$ cat src/rtl/pack_sched_pkg.sv
// Shared types and constants for the round-robin byte-packing scheduler.
package pack_sched_pkg;

    localparam int BYTES_PER_WORD = 4;
    localparam int WORD_W         = 32;

    typedef enum logic [1:0] {
        IDLE    = 2'd0,
        COLLECT = 2'd1,
        EMIT    = 2'd2
    } state_t;

endpackage

$ cat src/rtl/rr_arbiter.sv
// Combinational round-robin selector: first requester after i_last_grant, wrapping.
module rr_arbiter #(
    parameter  int NREQ = 4,
    localparam int IW   = $clog2(NREQ)
) (
    input  logic [NREQ-1:0] i_req,
    input  logic [IW-1:0]   i_last_grant,
    output logic [IW-1:0]   o_grant,
    output logic            o_any_req
);

    localparam int unsigned N = NREQ;

    logic [IW-1:0] w_idx;

    always_comb begin
        o_grant   = '0;
        o_any_req = 1'b0;
        w_idx     = '0;
        for (int unsigned k = 1; k <= N; k++) begin
            w_idx = IW'((32'(i_last_grant) + k) % N);
            if (!o_any_req && i_req[w_idx]) begin
                o_any_req = 1'b1;
                o_grant   = w_idx;
            end
        end
    end

endmodule

$ cat src/rtl/pack_rr_sched.sv
// Packs four bytes from one round-robin-granted requester into a 32-bit word.
module pack_rr_sched
    import pack_sched_pkg::*;
#(
    parameter  int NREQ  = 4,
    parameter  int BYTES = 4,
    localparam int IW    = $clog2(NREQ)
) (
    input  logic                clk,
    input  logic                rst_n,
    input  logic [NREQ-1:0]     req_valid,
    input  logic [8*NREQ-1:0]   req_data,
    output logic [NREQ-1:0]     req_ready,
    output logic [WORD_W-1:0]   data_out,
    output logic                out_valid,
    input  logic                out_ready,
    output logic [IW-1:0]       out_src,
    output logic                clk1x_en
);

    state_t              r_state;
    state_t              w_state_nxt;
    logic [IW-1:0]       r_grant;
    logic [IW-1:0]       r_last;
    logic [1:0]          r_cnt;
    logic [WORD_W-9:0]   r_shift;
    logic [WORD_W-1:0]   r_data;
    logic [IW-1:0]       r_src;

    logic [IW-1:0]       w_arb_grant;
    logic                w_any_req;
    logic [7:0]          w_byte;
    logic                w_beat;
    logic                w_last_beat;

    rr_arbiter #(
        .NREQ (NREQ)
    ) u_arb (
        .i_req        (req_valid),
        .i_last_grant (r_last),
        .o_grant      (w_arb_grant),
        .o_any_req    (w_any_req)
    );

    always_comb begin
        w_byte = '0;
        for (int unsigned i = 0; i < NREQ; i++) begin
            if (r_grant == IW'(i)) w_byte = req_data[8*i +: 8];
        end
    end

    assign w_beat      = (r_state == COLLECT) && req_valid[r_grant];
    assign w_last_beat = w_beat && (r_cnt == 2'(BYTES - 1));

    always_ff @(posedge clk or negedge rst_n) begin
        if (!rst_n) r_state <= IDLE;
        else        r_state <= w_state_nxt;
    end

    always_comb begin
        w_state_nxt = r_state;
        req_ready   = '0;
        out_valid   = 1'b0;
        clk1x_en    = 1'b0;
        case (r_state)
            IDLE: begin
                if (w_any_req) w_state_nxt = COLLECT;
            end
            COLLECT: begin
                req_ready[r_grant] = 1'b1;
                if (w_last_beat) w_state_nxt = EMIT;
            end
            EMIT: begin
                out_valid = 1'b1;
                if (out_ready) begin
                    clk1x_en    = 1'b1;
                    w_state_nxt = IDLE;
                end
            end
            default: w_state_nxt = IDLE;
        endcase
    end

    // Bytes accumulate in r_shift; data_out only changes once the word is whole.
    always_ff @(posedge clk or negedge rst_n) begin
        if (!rst_n) begin
            r_grant <= '0;
            r_last  <= IW'(NREQ - 1);
            r_cnt   <= '0;
            r_shift <= '0;
            r_data  <= '0;
            r_src   <= '0;
        end else begin
            case (r_state)
                IDLE: begin
                    if (w_any_req) begin
                        r_grant <= w_arb_grant;
                        r_cnt   <= '0;
                    end
                end
                COLLECT: begin
                    if (w_beat) begin
                        r_cnt <= r_cnt + 2'd1;
                        if (w_last_beat) begin
                            r_data <= {r_shift, w_byte};
                            r_src  <= r_grant;
                        end else begin
                            r_shift <= {r_shift[WORD_W-17:0], w_byte};
                        end
                    end
                end
                EMIT: begin
                    if (out_ready) r_last <= r_grant;
                end
                default: ;
            endcase
        end
    end

    assign data_out = r_data;
    assign out_src  = r_src;

endmodule

$ cat config.mk
export PLATFORM = sky130hd
export DESIGN_NAME = pack_rr_sched
export DESIGN_NICKNAME = d
export VERILOG_FILES = /design/src/rtl/pack_sched_pkg.sv /design/src/rtl/rr_arbiter.sv /design/src/rtl/pack_rr_sched.sv
export SDC_FILE = /design/constraint.sdc
export NUM_CORES = 1
export LEC_CHECK = 0
export ABC_AREA = 1
export CORE_UTILIZATION = 54
export CTS_CLUSTER_SIZE = 28
export DETAILED_ROUTE_END_ITERATION = 6
export GPL_ROUTABILITY_DRIVEN = 0
export PLACE_DENSITY = 0.9
export SLEW_MARGIN = 20
export SYNTH_ARGS = -nofsm -noshare
export SYNTH_HDL_FRONTEND = slang
export SYNTH_HIERARCHICAL = 1
export SYNTH_SLANG_ARGS = --single-unit
$ cat constraint.sdc
create_clock -name clk -period 5.16 [get_ports clk]
set_clock_uncertainty 0.2 [all_clocks]
set_input_delay 1.29 -clock clk [delete_from_list [all_inputs] [get_ports clk]]
set_output_delay 1.29 -clock clk [all_outputs]
set_load 0.005 [all_outputs]
* After elaboration in Yosys (flattened, before gate mapping)
Index checks and enable logic that the tools add are counted.
Storage, ports and cells: bits in registers 66, output and inout bits 40
Cells by class: bitwise operators 1, eq/ne operators 10, reductions and logical operators 18, mux-type cells 35, order comparisons 6, $add $sub $neg 5
Operators with widths (count):
- $mux W8 | 4
- $mux W2 | 9
- $lt A2 B3 Y1 const B | 5
- $mux W1 | 13
- $reduce_and A3 Y1 | 4
- $bmux W1 S2 | 5
- $eq A2 B2 Y1 const B | 4
- $add A2 B1 Y2 const B | 3
- $logic_and A1 B1 Y1 | 6
- $ne A2 B2 Y1 const B | 3
- $pmux W2 S3 | 1
- $add A2 B2 Y2 const B | 2
- $eq A2 B1 Y1 const B | 2
- $logic_not A2 Y1 | 2
- $mux W4 | 1
- $pmux W2 S2 | 1
- $reduce_and A2 Y1 | 2
- $logic_not A1 Y1 | 3
- $demux W1 S2 | 1
- $ge A2 B1 Y1 const B | 1
- $ne A2 B1 Y1 const B | 1
- $reduce_bool A2 Y1 | 1
- $not A1 Y1 | 1

* Logic depth before layout (Yosys ltp)
word-level depth 15, depth in mapped cells 10, depth with buffers taken out 10

* Hierarchy
Netlist, hierarchy kept.
By module, submodules not included:
- pack_rr_sched | cells each 363, area each 3115.5 µm², instances 1
- rr_arbiter | cells each 52, area each 271.5 µm², instances 1

* Worst setup path after synthesis
Ideal clock, no wire load.
path kind input-to-output, from input port out_ready, to output port clk1x_en, data arrival time 1.444 ns, path slack 2.226 ns, stages on the path 2, buffers on the path 0, cells stage by stage nand2_1 -> inv_1
On the way: word-level cells in the longest chain between the ends 2
Ends and longest elaborated chain:
- start, declared | line pack_rr_sched.sv:16 | input logic out_ready,
- $mux W1 | line pack_rr_sched.sv:75 | if (out_ready) begin
- $mux W1 | line pack_rr_sched.sv:65 | case (r_state)
- end, declared | line pack_rr_sched.sv:18 | output logic clk1x_en
Every way passes these cells.

* Worst setup path in the final report
from register r_grant[0], to output port req_ready[1]
On the way: word-level cells in the longest chain between the ends 5, elaborated cells on any way between the ends 6
Ends and longest elaborated chain:
- start, declared | line pack_rr_sched.sv:23 | logic [IW-1:0] r_grant;
- start signal, assigned | line pack_rr_sched.sv:97 | r_grant <= w_arb_grant;
- $lt A2 B3 Y1 (not written as such) or $ge A2 B1 Y1 (tied branches) | line pack_rr_sched.sv:70 | req_ready[r_grant] = 1'b1;
- $logic_and A1 B1 Y1 (not written as such) | line pack_rr_sched.sv:70
- $mux W1 (not written as such) | line pack_rr_sched.sv:70
- $demux W1 S2 * | line pack_rr_sched.sv:70
- $mux W4 * | line pack_rr_sched.sv:65
- end, declared | line pack_rr_sched.sv:13 | output logic [NREQ-1:0] req_ready,
Mark *: on every way between the ends. The rest lies on a longest branch, timed or not.

==> key figures <==
Global routing
  – Grt total ovfl: 0
  – Vias in the first global route: 2915
  – First-pass GRT wire length: 13050 µm
  – GRT Util Overall: 25.99%
  – Initial antenna violation count: 0
  – Largest net degree at the start of global routing: 49

Drt
  – Detail Route Antenna Nets: 0
  – Vias: 3175
  – Detailed Route WL: 7846 µm
  – DRT Pass-1 Iters: 5
  – Via density: 5.680
  – # DRC: 0
  – WL per Instance: 14.04 µm
  – Iteration-0 DRC Markers: 297

Yosys
  – Distinct cells, synth: 27
  – Sequential share of the synthesized area: 48.84%
  – Gate count of the mapped netlist: 415
  – Post-synthesis register bit count: 66
  – Mapped Area: 0.003387 mm²
  – Syn_nets: 455
  – Mean post-synth cell area: 8.161 µm²
  – Synth warn: 6

Place
  – Placed instance area: 0.004109 mm²
  – Cells after DPL: 543
  – Place WS: 1200 ps
  – PortBufs: 78
  – Detailed placement HPWL: 5402 µm

Finish
  – Fill cells: 452
  – Area of the multi-input gates: 0.001505 mm²
  – Area delta synth->final: 26.49%
  – Share of layout cells above drive strength 1: 8.058%
  – N_diodes: 0
  – Post-Route Utilization: 71.51%
  – NumNets Final: 519
  – Non-filler cells, final: 559
  – Post-route cell area: 0.004284 mm²
  – Seq. cell area: 0.001654 mm²

Timing
  – Relative slew margins: 39.15%
  – Fmax: 0.2524 GHz
  – Worst Tran Pin Value: 912.7 ps
  – Min Hold Slack: 270.0 ps
  – Tcrit/Tclk final: 76.78%
  – Setup Viol. Count Final: 0
  – Final WS setup: 1198 ps
  – Post-route setup TNS: 0 ps
  – Final Max Tran Viols: 0
  – RSZ-0062 raised after global routing: no
  – Tmin final: 3962 ps
  – Final hold viol count: 0

Die
  – Core area: 0.005991 mm²
  – Die footprint: 0.006593 mm²
  – Die Span X: 81.20 µm
  – I/O pins: 79
  – Die Y-Extent: 81.20 µm
  – Site row count: 28
  – Starting Density: 56.54%

Clock tree
  – Root buffer cell: clkbuf_8
  – Hold buffers post-CTS: 0
  – CTS clk-pin slew, worst paths: 70 ps
  – Clock buffer depth: 2
  – Clk sink count: 66
  – Number of CTS-inserted buffers: 9
  – Resize count post-CTS: 0
  – Worst skew pair latency: 340 ps
  – H-tree Lvls: 3
  – Number of setup buffers added after CTS: 0
  – CTS tree: yes

Worst setup path
  – Crit-path cells: clkinv_2, nor3_1, clkdlybuf4s50_1
  – CP max FO: 25
  – CP Data Required Time: 3670 ps
  – Worst Setup End Kind: output pin
  – Arr. time, crit path: 2470 ps
  – Worst Reg-to-Reg Cells: 8
  – Critical Path Start: r_grant[0]
  – Cell at the slowest stage of the critical path: dfrtp_1
  – R2R Path End: data_out[18]
  – Critical path class: reg -> out
  – CP endpoint: req_ready[1]
  – Reg2reg setup slack: 2360 ps
  – Nature of the critical path startpoint: flop
  – Crit path largest cell delay: 880 ps
  – R2r startpoint: r_grant[0]

Power and ir drop
  – Lkg Pwr: 2.114 nW
  – Peak VDD IR: 0.4142 mV
  – Pwr dens: 620.0 mW/mm²
  – Tot Pwr: 2.656 mW

Outcome
  – Outcome: finished clean

Min path
  – Type of the worst min-delay path: reg -> reg

Job
  – Maxcap violations: 0
==> per-layer routing <==
metal / vias to the layer above / part of all wire (%) / track usage [%]
met5: - / 0 / 0
met4: 0 / 1.6 / 9.107
met2: 141 / 51 / 44.12
met3: 16 / 6.7 / 5.843
li1: 1534 / - / -
met1: 1484 / 41 / 32.46
==> how the worst min path moves through the flow <==
| stage | to | startpoint | depth (start not counted) |
|---|---|---|---|
| 5_1_grt | data_out[15] | data_out[15] | 2 |
| 3_3_place_gp | r_shift[17] | r_shift[17] | 2 |
| 4_1_cts | data_out[26] | data_out[26] | 2 |
| 6_report | data_out[21] | data_out[21] | 2 |
| 2_1_floorplan | r_shift[16] | r_shift[16] | 2 |
| 3_5_place_dp | data_out[21] | data_out[21] | 2 |
==> placed cells by master (no fill, tap or decap), types with 2 or more instances in the layout <==
cell,Yosys,routed
a21oi_1,4,4
nand4_1,53,53
nand3_4,2,2
dfrtp_1,64,64
clkbuf_1,6,3
dfstp_2,2,2
nor2_8,2,2
o21ai_0,2,2
nand2_2,3,3
nor3_1,4,4
nand2_1,166,166
clkbuf_8,0,11
clkinv_2,1,2
nand3_1,57,57
buf_4,6,4
nor2_1,4,4
inv_1,7,7
inv_2,4,4
clkdlybuf4s50_1,0,77
nand2_4,4,4
nor2_4,2,3
==> registers in the layout, summed over array words and instances, names as in the netlist <==
name and flops:
data_out 32, r_shift 24, out_src 2, r_cnt 2, r_grant 2, r_last 2, r_state 2
==> Yosys cell counts <==
master	n	area share, %
o21ai_0	2	0.30
buf_6	5	1.7
nor3_1	4	0.59
inv_1	7	0.78
o31ai_1	1	0.22
nor2_8	2	1.2
nand3_4	2	1.0
buf_4	6	1.3
nor2_2	1	0.18
o21a_1	1	0.22
nand4_1	53	9.8
clkbuf_1	6	0.66
ha_1	1	0.37
nand2_1	166	18
inv_2	4	0.44
dfrtp_1	64	47
nand2_4	4	1.3
nor2_4	2	0.66
clkinv_1	1	0.11
clkinv_2	1	0.15
nand3_1	57	8.4
nor2_1	4	0.44
nand2_2	3	0.55
a21oi_1	4	0.59
buf_1	1	0.11
dfstp_2	2	1.6
buf_2	11	1.6
==> where the power goes <==
part	leakage (nW)	switching [mW]	internal (mW)
Sequential	0.846	0.187	0.750
Clock	0.0867	0.185	0.201
Combinational	1.18	0.783	0.550
==> kinds of logic (layout without fill, tap and decap cells) <==
logic type | Yosys count | in the layout | share of synthesized area [%]
AO/OA/AOI/OAI | 8 | 8 | 1.330
adder cells (fa/ha/maj) | 1 | 1 | 0.3694
buffers and inverters | 42 | 111 | 6.870
flip-flops | 66 | 66 | 48.84
AND/OR/NAND/NOR | 298 | 298 | 42.59
==> final cells by class <==
type / count / area share, %
clock inverters: 2 / 0.2921
clock buffers: 14 / 3.797
repair buffers: 82 / 18.81
multi-input cells: 307 / 35.13
flip-flops and latches: 66 / 38.61
well taps: 75 / 2.190
inverters: 13 / 1.168
==> worst max-delay path, delay by kind of cell, from the launching register on <==
family	cells	cell delay, ps
buf+inv	2	960
flops	1	880
simple gates	1	280
(Power assumes the default switching activity.)
